<file path="config.mk">
export PLATFORM = sky130hd
export DESIGN_NAME = imem_loader
export DESIGN_NICKNAME = d
export VERILOG_FILES = /design/src/rtl/imem_loader_pkg.sv /design/src/rtl/imem_loader_byte_word_assembler.sv /design/src/rtl/imem_loader.sv
export SDC_FILE = /design/constraint.sdc
export NUM_CORES = 1
export LEC_CHECK = 0
export CORE_UTILIZATION = 35
export CTS_CLUSTER_SIZE = 10
export DETAILED_ROUTE_END_ITERATION = 6
export HOLD_SLACK_MARGIN = 0.1
export SLEW_MARGIN = 15
export SYNTH_ARGS = -nofsm -noshare
export SYNTH_HDL_FRONTEND = slang
export SYNTH_HIERARCHICAL = 1
export SYNTH_SLANG_ARGS = --single-unit
</file>
<file path="constraint.sdc">
create_clock -name clock -period 2.3 [get_ports clock]
set_clock_uncertainty 0.15 [all_clocks]
set_input_delay 0.46 -clock clock [delete_from_list [all_inputs] [get_ports clock]]
set_output_delay 0.46 -clock clock [all_outputs]
set_load 0.02 [all_outputs]
</file>
<file path="src/rtl/imem_loader_pkg.sv">
// Shared types and constants for the instruction-memory boot loader.
// Optional checksum support is selected with IMEM_LOADER_CHECKSUM_EN.
package imem_loader_pkg;

  typedef enum logic [2:0] {
    ST_HDR_LO = 3'd0,
    ST_HDR_HI = 3'd1,
    ST_DATA   = 3'd2,
    ST_WRITE  = 3'd3,
    ST_CHK    = 3'd4,
    ST_DONE   = 3'd5,
    ST_ERROR  = 3'd6
  } state_t;

  localparam int HDR_BYTES  = 2;
  localparam int WORD_BYTES = 4;
  localparam int CHK_W      = 8;

  // States in which a stream byte may be taken on the next edge.
  function automatic logic accepts_byte(input state_t s);
    return (s == ST_HDR_LO) || (s == ST_HDR_HI) || (s == ST_DATA) || (s == ST_CHK);
  endfunction

endpackage

</file>
<file path="src/rtl/imem_loader_byte_word_assembler.sv">
// Packs four stream bytes, least-significant first, into one 32-bit word.
// Used by imem_loader in every build (IMEM_LOADER_CHECKSUM_EN does not affect it).
module byte_word_assembler
  import imem_loader_pkg::*;
(
  input  logic        clock,
  input  logic        reset_n,
  input  logic        load,
  input  logic        clear,
  input  logic [7:0]  byte_in,
  output logic [31:0] word,
  output logic        word_full
);

  logic [1:0] idx;

  // New bytes enter at the top so the first byte ends up in lane 0.
  always_ff @(posedge clock or negedge reset_n) begin
    if (!reset_n) begin
      idx  <= 2'd0;
      word <= 32'd0;
    end else if (clear) begin
      idx  <= 2'd0;
      word <= 32'd0;
    end else if (load) begin
      idx  <= idx + 2'd1;
      word <= {byte_in, word[31:8]};
    end
  end

  assign word_full = load && (idx == 2'(WORD_BYTES - 1));

endmodule

</file>
<file path="src/rtl/imem_loader.sv">
// Boot loader: byte stream -> instruction memory writes, pipeline held until done.
// Define IMEM_LOADER_CHECKSUM_EN to require a trailing XOR checksum byte.
//
// state   | meaning
// HDR_LO  | waiting for word-count low byte
// HDR_HI  | waiting for word-count high byte, range check
// DATA    | collecting the 4 bytes of the current word
// WRITE   | one-cycle memory write strobe, address advance
// CHK     | waiting for checksum byte (checksum builds only)
// DONE    | program loaded, pipeline released
// ERROR   | load aborted, pipeline stays frozen
module imem_loader
  import imem_loader_pkg::*;
#(
  parameter int ADDR_W    = 12,
  parameter int DATA_W    = 32,
  parameter int ADDR_STEP = 4,
  parameter int BASE_ADDR = 0
) (
  input  logic              clock,
  input  logic              reset_n,
  input  logic              byte_valid,
  input  logic [7:0]        byte_data,
  output logic              byte_ready,
  output logic [ADDR_W-1:0] imem_addr,
  output logic [DATA_W-1:0] imem_data_in,
  output logic              imem_wr,
  output logic              core_hold,
  output logic              load_done,
  output logic              load_error
);

  localparam int unsigned MAX_WORDS = (32'd1 << ADDR_W) / ADDR_STEP;

`ifdef IMEM_LOADER_CHECKSUM_EN
  localparam state_t END_STATE = ST_CHK;
`else
  localparam state_t END_STATE = ST_DONE;
`endif

  state_t            state, state_next;
  logic              byte_ready_q;
  logic [7:0]        cnt_lo;
  logic [15:0]       remaining;
  logic [ADDR_W-1:0] addr;
  logic              accept;
  logic [15:0]       count_full;
  logic              asm_load, asm_clear, word_full;
  logic [31:0]       word;

  assign accept     = byte_valid && byte_ready_q;
  assign count_full = {byte_data, cnt_lo};

`ifdef IMEM_LOADER_CHECKSUM_EN
  logic [CHK_W-1:0] chk_acc;

  // Running XOR over header and data bytes; the checksum byte itself is excluded.
  always_ff @(posedge clock or negedge reset_n) begin
    if (!reset_n) begin
      chk_acc <= '0;
    end else if (accept && (state == ST_HDR_LO || state == ST_HDR_HI || state == ST_DATA)) begin
      chk_acc <= chk_acc ^ byte_data;
    end
  end
`endif

  byte_word_assembler u_asm (
    .clock     (clock),
    .reset_n   (reset_n),
    .load      (asm_load),
    .clear     (asm_clear),
    .byte_in   (byte_data),
    .word      (word),
    .word_full (word_full)
  );

  always_comb begin
    state_next = state;
    asm_load   = 1'b0;
    asm_clear  = (state == ST_HDR_LO);
    case (state)
      ST_HDR_LO: if (accept) state_next = ST_HDR_HI;
      ST_HDR_HI: begin
        if (accept) begin
          if (count_full == 16'd0)                    state_next = END_STATE;
          else if (32'(count_full) > MAX_WORDS)       state_next = ST_ERROR;
          else                                        state_next = ST_DATA;
        end
      end
      ST_DATA: begin
        asm_load = accept;
        if (word_full) state_next = ST_WRITE;
      end
      ST_WRITE: state_next = (remaining == 16'd1) ? END_STATE : ST_DATA;
      ST_CHK: begin
`ifdef IMEM_LOADER_CHECKSUM_EN
        if (accept) state_next = (byte_data == chk_acc) ? ST_DONE : ST_ERROR;
`else
        state_next = ST_ERROR;
`endif
      end
      ST_DONE:  state_next = ST_DONE;
      ST_ERROR: state_next = ST_ERROR;
      default:  state_next = ST_HDR_LO;
    endcase
  end

  always_ff @(posedge clock or negedge reset_n) begin
    if (!reset_n) begin
      state        <= ST_HDR_LO;
      byte_ready_q <= 1'b1;
      cnt_lo       <= 8'd0;
      remaining    <= 16'd0;
      addr         <= ADDR_W'(BASE_ADDR);
    end else begin
      state        <= state_next;
      byte_ready_q <= accepts_byte(state_next);
      if (state == ST_HDR_LO && accept) cnt_lo <= byte_data;
      if (state == ST_HDR_HI && accept) remaining <= count_full;
      if (state == ST_WRITE) begin
        addr      <= addr + ADDR_W'(ADDR_STEP);
        remaining <= remaining - 16'd1;
      end
    end
  end

  assign byte_ready   = byte_ready_q;
  assign imem_addr    = addr;
  assign imem_data_in = DATA_W'(word);
  assign imem_wr      = (state == ST_WRITE);
  assign core_hold    = (state != ST_DONE);
  assign load_done    = (state == ST_DONE);
  assign load_error   = (state == ST_ERROR);

endmodule

</file>
; Word-level counts from Yosys, hierarchy flattened
; Cells that the tools add are included.
[word_totals]
register_bits = 74
out_inout_bits = 49
[op_classes]
magnitude_cmp = 1
n_reduce_logical = 13
eq_ne = 12
addsub = 3
muxes = 14
[op_table]
columns = op, n
row1 = two-way mux 32 bit, 2
row2 = two-way mux 16 bit, 2
row3 = two-way mux 3 bit, 6
row4 = case mux 3 bit (6 select lines), 1
row5 = equality test 16 x 1 -> 1 bit (second input constant), 1
row6 = greater-than comparator 16 x 11 -> 1 bit (second input constant), 1
row7 = logical NOT 16 bit, 1
row8 = subtractor 16 x 1 -> 16 bit (second input constant), 1
row9 = adder 12 x 3 -> 12 bit (second input constant), 1
row10 = equality test 3 bit (second input constant), 4
row11 = equality test 3 x 2 -> 1 bit (second input constant), 3
row12 = equality test 3 x 1 -> 1 bit (second input constant), 2
row13 = logical NOT 3 bit, 2
row14 = logical AND 1 bit, 4
row15 = two-way mux 2 bit, 2
row16 = nonzero test 2 bit, 2
row17 = logical OR 1 bit, 3
row18 = != test 3 bit (second input constant), 1
row19 = adder 2 x 1 -> 2 bit (second input constant), 1
row20 = equality test 2 bit (second input constant), 1
row21 = OR reduction 2 bit, 1
row22 = two-way mux 1 bit, 1

; Longest topological paths before layout
; Gate-level depths: netlist of run 1.
[depth]
word_depth = 9
ltp_mapped = 9

; Modules after synthesis
; Netlist of run 1, hierarchy kept.
[modules_own_cells]
columns = mod, instances, cells_per_inst, area_per_inst_um2
row1 = imem_loader, 1, 202, 2009.4
row2 = byte_word_assembler, 1, 112, 1427.6

; Worst setup path after synthesis of run 1
; OpenSTA, ideal clock, no wires.
[synth_path]
path_type = input-to-reg
start = in byte_data[0]
end = reg state[1]
cell_stages = 4
setup_slack_ps = 199
setup_ps = 121
t_arrival_ps = 1830
cell_sequence = or4_4 -> or3_1 -> o311a_1 -> a22o_1
[synth_via]
elab_chain_cells = 4
[synth_lines]
columns = element, line_no
row1 = from (decl), imem_loader.sv:23  ; input logic [7:0] byte_data,
row2 = logical NOT 16 bit, imem_loader.sv:85  ; if (count_full == 16'd0) state_next = END_STATE;
row3 = two-way mux 3 bit, imem_loader.sv:85
row4 = two-way mux 3 bit, imem_loader.sv:84  ; if (accept) begin
row5 = case mux 3 bit (6 select lines), imem_loader.sv:81  ; case (state)
row6 = named net state_next[1], imem_loader.sv:41  ; state_t state, state_next;
row7 = to (signal assigned), imem_loader.sv:116  ; state <= state_next;
row8 = to (decl), imem_loader.sv:41
; The timed path passes the listed nets, and every way through them passes these cells.
; A chain may end at the register's enable or synchronous reset.

; Final worst setup path of run 1
; Same ends and word-level chain as after synthesis.

==> results.tsv, run 1 <==
stage	metric	value	unit
synth	synthDominantAreaCellType	sky130_fd_sc_hd__dfrtp_1	
grt	grt_antenna_before_repair	0	
critical_path	cp_data_required_time	2380	ps
drt	drt_first_iter_violations	167	
sta	max_freq	446.5	MHz
drt	detailedRoute.firstPassIterationCount	4	
synth	synthArstFlopShare	1.000	
synth	syn_avg_cell_area	10.95	sq um
layout	antenna-diode-count	0	
placement	gpl.final_weighted_congestion	0.7942	
die	initial_core_util	0.3668	
synth	synth.lib_cells_used.distinct	56	
drt	drc	0	
clock_tree	cts.sink_count	72	
drt	antenna_left	0	
clock_tree	cts-htree-levels	3	
clock_tree	clkLatencyLatePin	350	ps
layout	fill_cells	925	
run	max_cap_viol_count	0	
power	fin_total_pwr	2.456	mW
sta	whs	334.1	ps
critical_path	crit_arrival	2320	ps
run_status	status	finished, final reports clean	
worst_hold_path	hold_class	flop to flop	
synth	synth.yosys.warnings	6	
critical_path	worstSetupPathType	input port to flop	
clock_tree	clk_path_buf_depth	2	
placement	dp_hpwl	5483	um
sta	report.final.hold_viol_count	0	
power	power.ir.vdd_worst	333.7	uV
grt	grt_overflow	0	
drt	drt-wirelength-per-cell	15.27	um
sta	final_max_slew_viol_count	0	
clock_tree	clock_tree_from_tritoncts	yes	
grt	first_pass_grt_wire_length	12990	um
clock_tree	cts_made_buffers	9	
synth	synth_enable_flop_cells	0	
sta	final_period_minus_worst_setup_slack	2240	ps
power	power_density	551.9	nW/um^2
power	cellLeakagePower	1.947	nW
die	top_level_ports	60	
synth	area_share_of_the_leading_cell_type_in_the_synthesized_netlist	0.5169	
critical_path	critical_path.endpoint_type	flop	
clock_tree	clkSlewWorstSetupHoldPaths	80	ps
sta	setup_tns	0	ps
synth	synth_area_leaders	sky130_fd_sc_hd__dfrtp_1, sky130_fd_sc_hd__mux2i_1, sky130_fd_sc_hd__nor2_1, sky130_fd_sc_hd__mux2_2, sky130_fd_sc_hd__nand2_1	
sta	setup_violations	0	
die	placementRows	35	
grt	grt_max_degree	73	
sta	final_min_period_over_clock_period	0.9737	
placement	port-buffer-count	57	
drt	via_count	2611	
grt	grt_pass1_vias	2531	
sta	postLayoutSetupSlackWorst	60.43	ps
placement	pre_cts_slack	-294.2	ps
critical_path	ff2ff_path_depth	4	
synth	syn_inst	314	
drt	detail_route.vias_per_cell	5.021	
clock_tree	cts_setup_buffers	0	
die	floorplan.die_area	10220	sq um
synth	yosysSeqAreaShare	0.5246	
critical_path	critPathLaunchType	input port	
synth	netlist_top_cells_count	sky130_fd_sc_hd__dfrtp_1, sky130_fd_sc_hd__nor2_1, sky130_fd_sc_hd__mux2i_1, sky130_fd_sc_hd__nand2_1, sky130_fd_sc_hd__nand3_1	
layout	num-nets-final	401	
worst_hold_path	hold_path_stages	1	
clock_tree	clockRootBuffer	sky130_fd_sc_hd__clkbuf_8	
drt	wirelength	7941	um
synth	syn_area	3437	sq um
layout	drive_above_1_share	0.1535	
critical_path	critical_path.max_fanout	2	
synth	post-synth-top-count-cell	sky130_fd_sc_hd__dfrtp_1	
die	chipWidth	101.1	um
grt	grt_usage	0.1673	
synth	synth_seq_cells	72	
die	die_height	101.1	um
synth	ys_dominant_reg_cell	sky130_fd_sc_hd__dfrtp_1	
layout	area_growth_syn_to_layout	29.45	%
sta	rsz0062_at_grt	false	
die	coreArea	9371	sq um
layer usage:
metal  share of wire  vias to the layer above  track usage
met1            0.48                     1294       0.2349
met4           0.015                        0      0.06355
met5               0                        -            0
met2            0.47                       45       0.2575
met3           0.034                       11      0.02913
li1                -                     1261            -
cell families (layout without fill, tap and decap cells):
kind of cell / count (synthesis) / count (layout) / synth area share
xor+xnor: 11 / 11 / 0.02803
compound gates: 39 / 39 / 0.08737
mux: 41 / 41 / 0.1223
flops: 72 / 72 / 0.5246
buf+inv: 26 / 102 / 0.04878
fa+ha+maj: 4 / 4 / 0.01456
simple gates: 120 / 120 / 0.1733
other cells: 1 / 2 / 0.001091
area by class of cell:
cell class	count	area, sq um	share of cell area
inverter	8	30.03	0.006749
multi-input combinational	217	1483	0.3332
tap	129	161.4	0.03628
timing repair buffer	78	749.5	0.1684
sequential	72	1804	0.4055
clock buffer	11	141.4	0.03178
clock inverter	5	80.08	0.01800
what timing repair did:
item | 4_1_cts | 5_1_grt
resized for setup | 4 | 2
hold buffers | 1 | 0
hold endpoints to repair | 71 | 0
setup endpoints to repair | 4 | 2
registers in the layout (all words and copies together), names as in the netlist:
name / cells
u_asm/word: 32
remaining: 16
imem_addr: 10
cnt_lo: 8
state: 3
u_asm/idx: 2
byte_ready: 1
power breakdown:
part	total, mW	internal [mW]	switching (mW)
Combinational	0.0740	0.0303	0.0437
Sequential	1.26	1.26	0
Clock	1.12	0.639	0.478
path summary, 6_finish.rpt:
check,startpoint,endpoint,slack (ps)
max in group asynchronous,reset_n,byte_ready$_DFF_PN1_,1110
hold reg to reg,imem_addr[11]$_DFFE_PN0P_,imem_addr[11]$_DFFE_PN0P_,330
setup reg to reg,cnt_lo[6]$_DFFE_PN0P_,state[1]$_DFF_PN0_,140
setup / recovery,byte_data[0],state[1]$_DFF_PN0_,60
hold / removal,imem_addr[11]$_DFFE_PN0P_,imem_addr[11]$_DFFE_PN0P_,330
min in group asynchronous,reset_n,u_asm/word[13]$_DFFE_PN0P_,520
layout by cell type (no fill, tap or decap), types with 3 or more instances in the layout:
cell / count
sky130_fd_sc_hd__dfrtp_1: 70
sky130_fd_sc_hd__clkdlybuf4s50_1: 52
sky130_fd_sc_hd__nor2_1: 42
sky130_fd_sc_hd__mux2i_1: 33
sky130_fd_sc_hd__nand2_1: 22
sky130_fd_sc_hd__buf_4: 18
sky130_fd_sc_hd__nand3_1: 11
sky130_fd_sc_hd__clkbuf_8: 10
sky130_fd_sc_hd__xnor2_1: 8
sky130_fd_sc_hd__mux2_2: 8
sky130_fd_sc_hd__inv_1: 7
sky130_fd_sc_hd__nand4_1: 6
sky130_fd_sc_hd__o311ai_0: 6
sky130_fd_sc_hd__a21oi_1: 5
sky130_fd_sc_hd__or2_2: 4
sky130_fd_sc_hd__or4_1: 4
sky130_fd_sc_hd__or3_1: 4
sky130_fd_sc_hd__nor3_1: 4
sky130_fd_sc_hd__a21o_1: 4
sky130_fd_sc_hd__and3_1: 4
sky130_fd_sc_hd__ha_1: 4
sky130_fd_sc_hd__nor3_2: 3
sky130_fd_sc_hd__o21ai_0: 3
sky130_fd_sc_hd__o32ai_1: 3
sky130_fd_sc_hd__xor2_1: 3
sky130_fd_sc_hd__dlygate4sd2_1: 3
worst max-delay path, cell delays in order:
cell and delay (ps):
sky130_fd_sc_hd__clkdlybuf4s50_1 420, sky130_fd_sc_hd__or4_4 510, sky130_fd_sc_hd__or3_1 360, sky130_fd_sc_hd__o311a_1 350, sky130_fd_sc_hd__a22o_1 230
per-stage QoR:
step           utilization  instance area, sq um  instances
3_5_place_dp        0.4498                  4215        503
4_1_cts             0.4744                  4446        520
5_1_grt             0.4748                  4449        520
3_3_place_gp        0.4498                  4215        503
2_1_floorplan            -                  3441        315
6_report            0.4748                  4449        520
No activity file was read; power rests on OpenSTA's default activity.
==> run 2, diff against run 1 <==
--- a/config.mk
+++ b/config.mk
@@ -5,10 +5,12 @@
 export SDC_FILE = /design/constraint.sdc
 export NUM_CORES = 1
 export LEC_CHECK = 0
+export CAP_MARGIN = 10
 export CORE_UTILIZATION = 35
 export CTS_CLUSTER_SIZE = 10
 export DETAILED_ROUTE_END_ITERATION = 6
 export HOLD_SLACK_MARGIN = 0.1
+export PLACE_DENSITY = 0.67
 export SLEW_MARGIN = 15
 export SYNTH_ARGS = -nofsm -noshare
 export SYNTH_HDL_FRONTEND = slang
==> run 2 against run 1 <==
  * Cell count is 0.38% lower
  * Fmax is essentially flat
  * Critical path depth stayed put
  * Final area is 0.53% lower
  * Core utilization shrank 0.25 points
  * Largest cell class unchanged
  * Largest power group unchanged
  * Clock-buffer cell count unchanged
==> results.tsv, run 2 (synthesized netlist as in run 1, its figures left out) <==
stage	metric	value	unit	change
clock_tree	clockRootBuffer	sky130_fd_sc_hd__clkbuf_8		
layout	largest_register	u_asm/word		
critical_path	critical_path.max_fanout	2		unchanged
drt	detailedRoute.firstPassIterationCount	4		unchanged
sta	setup_violations	0		unchanged
layout	flip_flop_count_of_the_largest_register_all_copies_and_words_added	32		unchanged
drt	via_count	2626		+0.57%
critical_path	max_stage_delay	510	ps	about the same
critical_path	critical_path.endpoint_type	flop		
sta	final_max_slew_viol_count	0		unchanged
placement	port-buffer-count	57		unchanged
grt	grt_antenna_before_repair	0		unchanged
clock_tree	clkLatencyLatePin	350	ps	about the same
die	coreArea	9371	sq um	unchanged
clock_tree	clkSlewWorstSetupHoldPaths	80	ps	about the same
sta	report.final.hold_viol_count	0		unchanged
layout	area_growth_syn_to_layout	28.76	%	
die	initial_core_util	0.3668		unchanged
layout	final_common_cell	sky130_fd_sc_hd__dfrtp_1		
sta	max_freq	446.6	MHz	about the same
die	placementRows	35		unchanged
critical_path	crit_arrival	2330	ps	about the same
critical_path	worstSetupPathType	input port to flop		
power	power_density	548.0	nW/um^2	-0.70%
drt	drt-wirelength-per-cell	14.90	um	-2.4%
die	floorplan.die_area	10220	sq um	unchanged
clock_tree	cts_made_buffers	9		unchanged
sta	rsz0062_at_grt	false		
critical_path	setup.reg_to_reg.worst_slack	110	ps	-30 ps
power	power.ir.vdd_worst	282.8	uV	-15%
critical_path	worst_path_max_delay_cell	sky130_fd_sc_hd__or4_4		
critical_path	cp_data_required_time	2390	ps	about the same
drt	wirelength	7720	um	-2.8%
layout	antenna-diode-count	0		unchanged
worst_hold_path	hold_class	flop to flop		
drt	detail_route.vias_per_cell	5.069		+0.96%
grt	first_pass_grt_wire_length	12860	um	-0.95%
grt	grt_usage	0.1639		-0.003430
layout	final_cell_mix	sky130_fd_sc_hd__dfrtp_1, sky130_fd_sc_hd__clkdlybuf4s50_1, sky130_fd_sc_hd__nor2_1, sky130_fd_sc_hd__mux2i_1, sky130_fd_sc_hd__nand2_1		
grt	grt_pass1_vias	2525		-0.24%
run	max_cap_viol_count	0		unchanged
critical_path	cp_top_family	simple AND/OR/NAND/NOR gates		
clock_tree	clk_path_buf_depth	2		unchanged
critical_path	worstPathBufferInverterCount	1		unchanged
critical_path	critPathLaunchType	input port		
drt	drc	0		unchanged
grt	grt_overflow	0		unchanged
clock_tree	clock_tree_from_tritoncts	yes		
placement	dp_hpwl	5309	um	-3.2%
clock_tree	cts.sink_count	72		unchanged
die	die_height	101.1	um	unchanged
placement	gpl.final_weighted_congestion	0.8397		+5.7%
sta	final_period_minus_worst_setup_slack	2239	ps	-0.5913 ps
layout	num-nets-final	399		-0.50%
layout	drive_above_1_share	0.1465		-0.006923
sta	final_min_period_over_clock_period	0.9735		about the same
die	top_level_ports	60		unchanged
grt	grt_max_degree	73		unchanged
drt	drt_first_iter_violations	165		-1.2%
clock_tree	cts-htree-levels	3		unchanged
power	fin_total_pwr	2.425	mW	-1.2%
critical_path	crit_path_cell_trace	clkdlybuf4s50_1 -> or4_4 -> or3_1 -> o311a_1 -> a22o_1		
die	chipWidth	101.1	um	unchanged
power	cellLeakagePower	1.935	nW	-0.60%
layout	utilization	0.4722		-0.002536
run_status	status	finished, final reports clean		
drt	antenna_left	0		unchanged
sta	whs	325.7	ps	-8.333 ps
## run 2: cell count changes in the layout (fill, tap and decap cells not counted), sizes merged
cell,previous run,this run
clkinvlp,2,1
buf,21,19
clkinv,1,2
## run 2: stage by stage
step	worst slack, ps	cell area [sq um]	TNS, ps	instances
floorplan	198.9	3441	0	315
global placement	-279.7	4200	-850.2	501
detailed placement	-298.4	4200	-953.2	501
CTS	13.37	4423	0	518
global route	10.88	4425	0	518
finish	61.03	4425	0	518
## run 2: what timing repair did
item	in CTS	in global routing
setup endpoints to repair	4	1
endpoints found under the hold margin	71	0
hold buffers	1	0
pin swaps	0	0
buffers inserted	0	0
gates resized for setup	5	1
## run 2: power breakdown
part	switching, mW	leakage [nW]	internal [mW]
Clock	0.475	0.104	0.612
Combinational	0.0432	0.888	0.0302
Sequential	0	0.944	1.26
## run 2: worst paths after layout
kind                                            from                        end  cells past startpoint
setup / recovery                        byte_data[0]         state[1]$_DFF_PN0_                      5
hold / removal             imem_addr[11]$_DFFE_PN0P_  imem_addr[11]$_DFFE_PN0P_                      1
setup reg to reg               cnt_lo[6]$_DFFE_PN0P_         state[1]$_DFF_PN0_                      4
hold reg to reg            imem_addr[11]$_DFFE_PN0P_  imem_addr[11]$_DFFE_PN0P_                      1
max in group asynchronous                    reset_n       byte_ready$_DFF_PN1_                      3
min in group asynchronous                    reset_n  u_asm/word[5]$_DFFE_PN0P_                      3
## run 2: final cells by class
type | count | area [sq um]
fill | 917 | 4946
sequential | 72 | 1804
multi-input combinational | 217 | 1483
timing repair buffer | 76 | 734.5
tap | 129 | 161.4
clock buffer | 11 | 131.4
clock inverter | 5 | 81.33
inverter | 8 | 30.03
## run 2: layer usage
metal	global-route usage	up-vias	share of wire
met5	0	-	0
met4	0.08919	0	0.021
met3	0.02705	13	0.033
met2	0.2470	53	0.47
met1	0.2247	1303	0.48
li1	-	1257	-
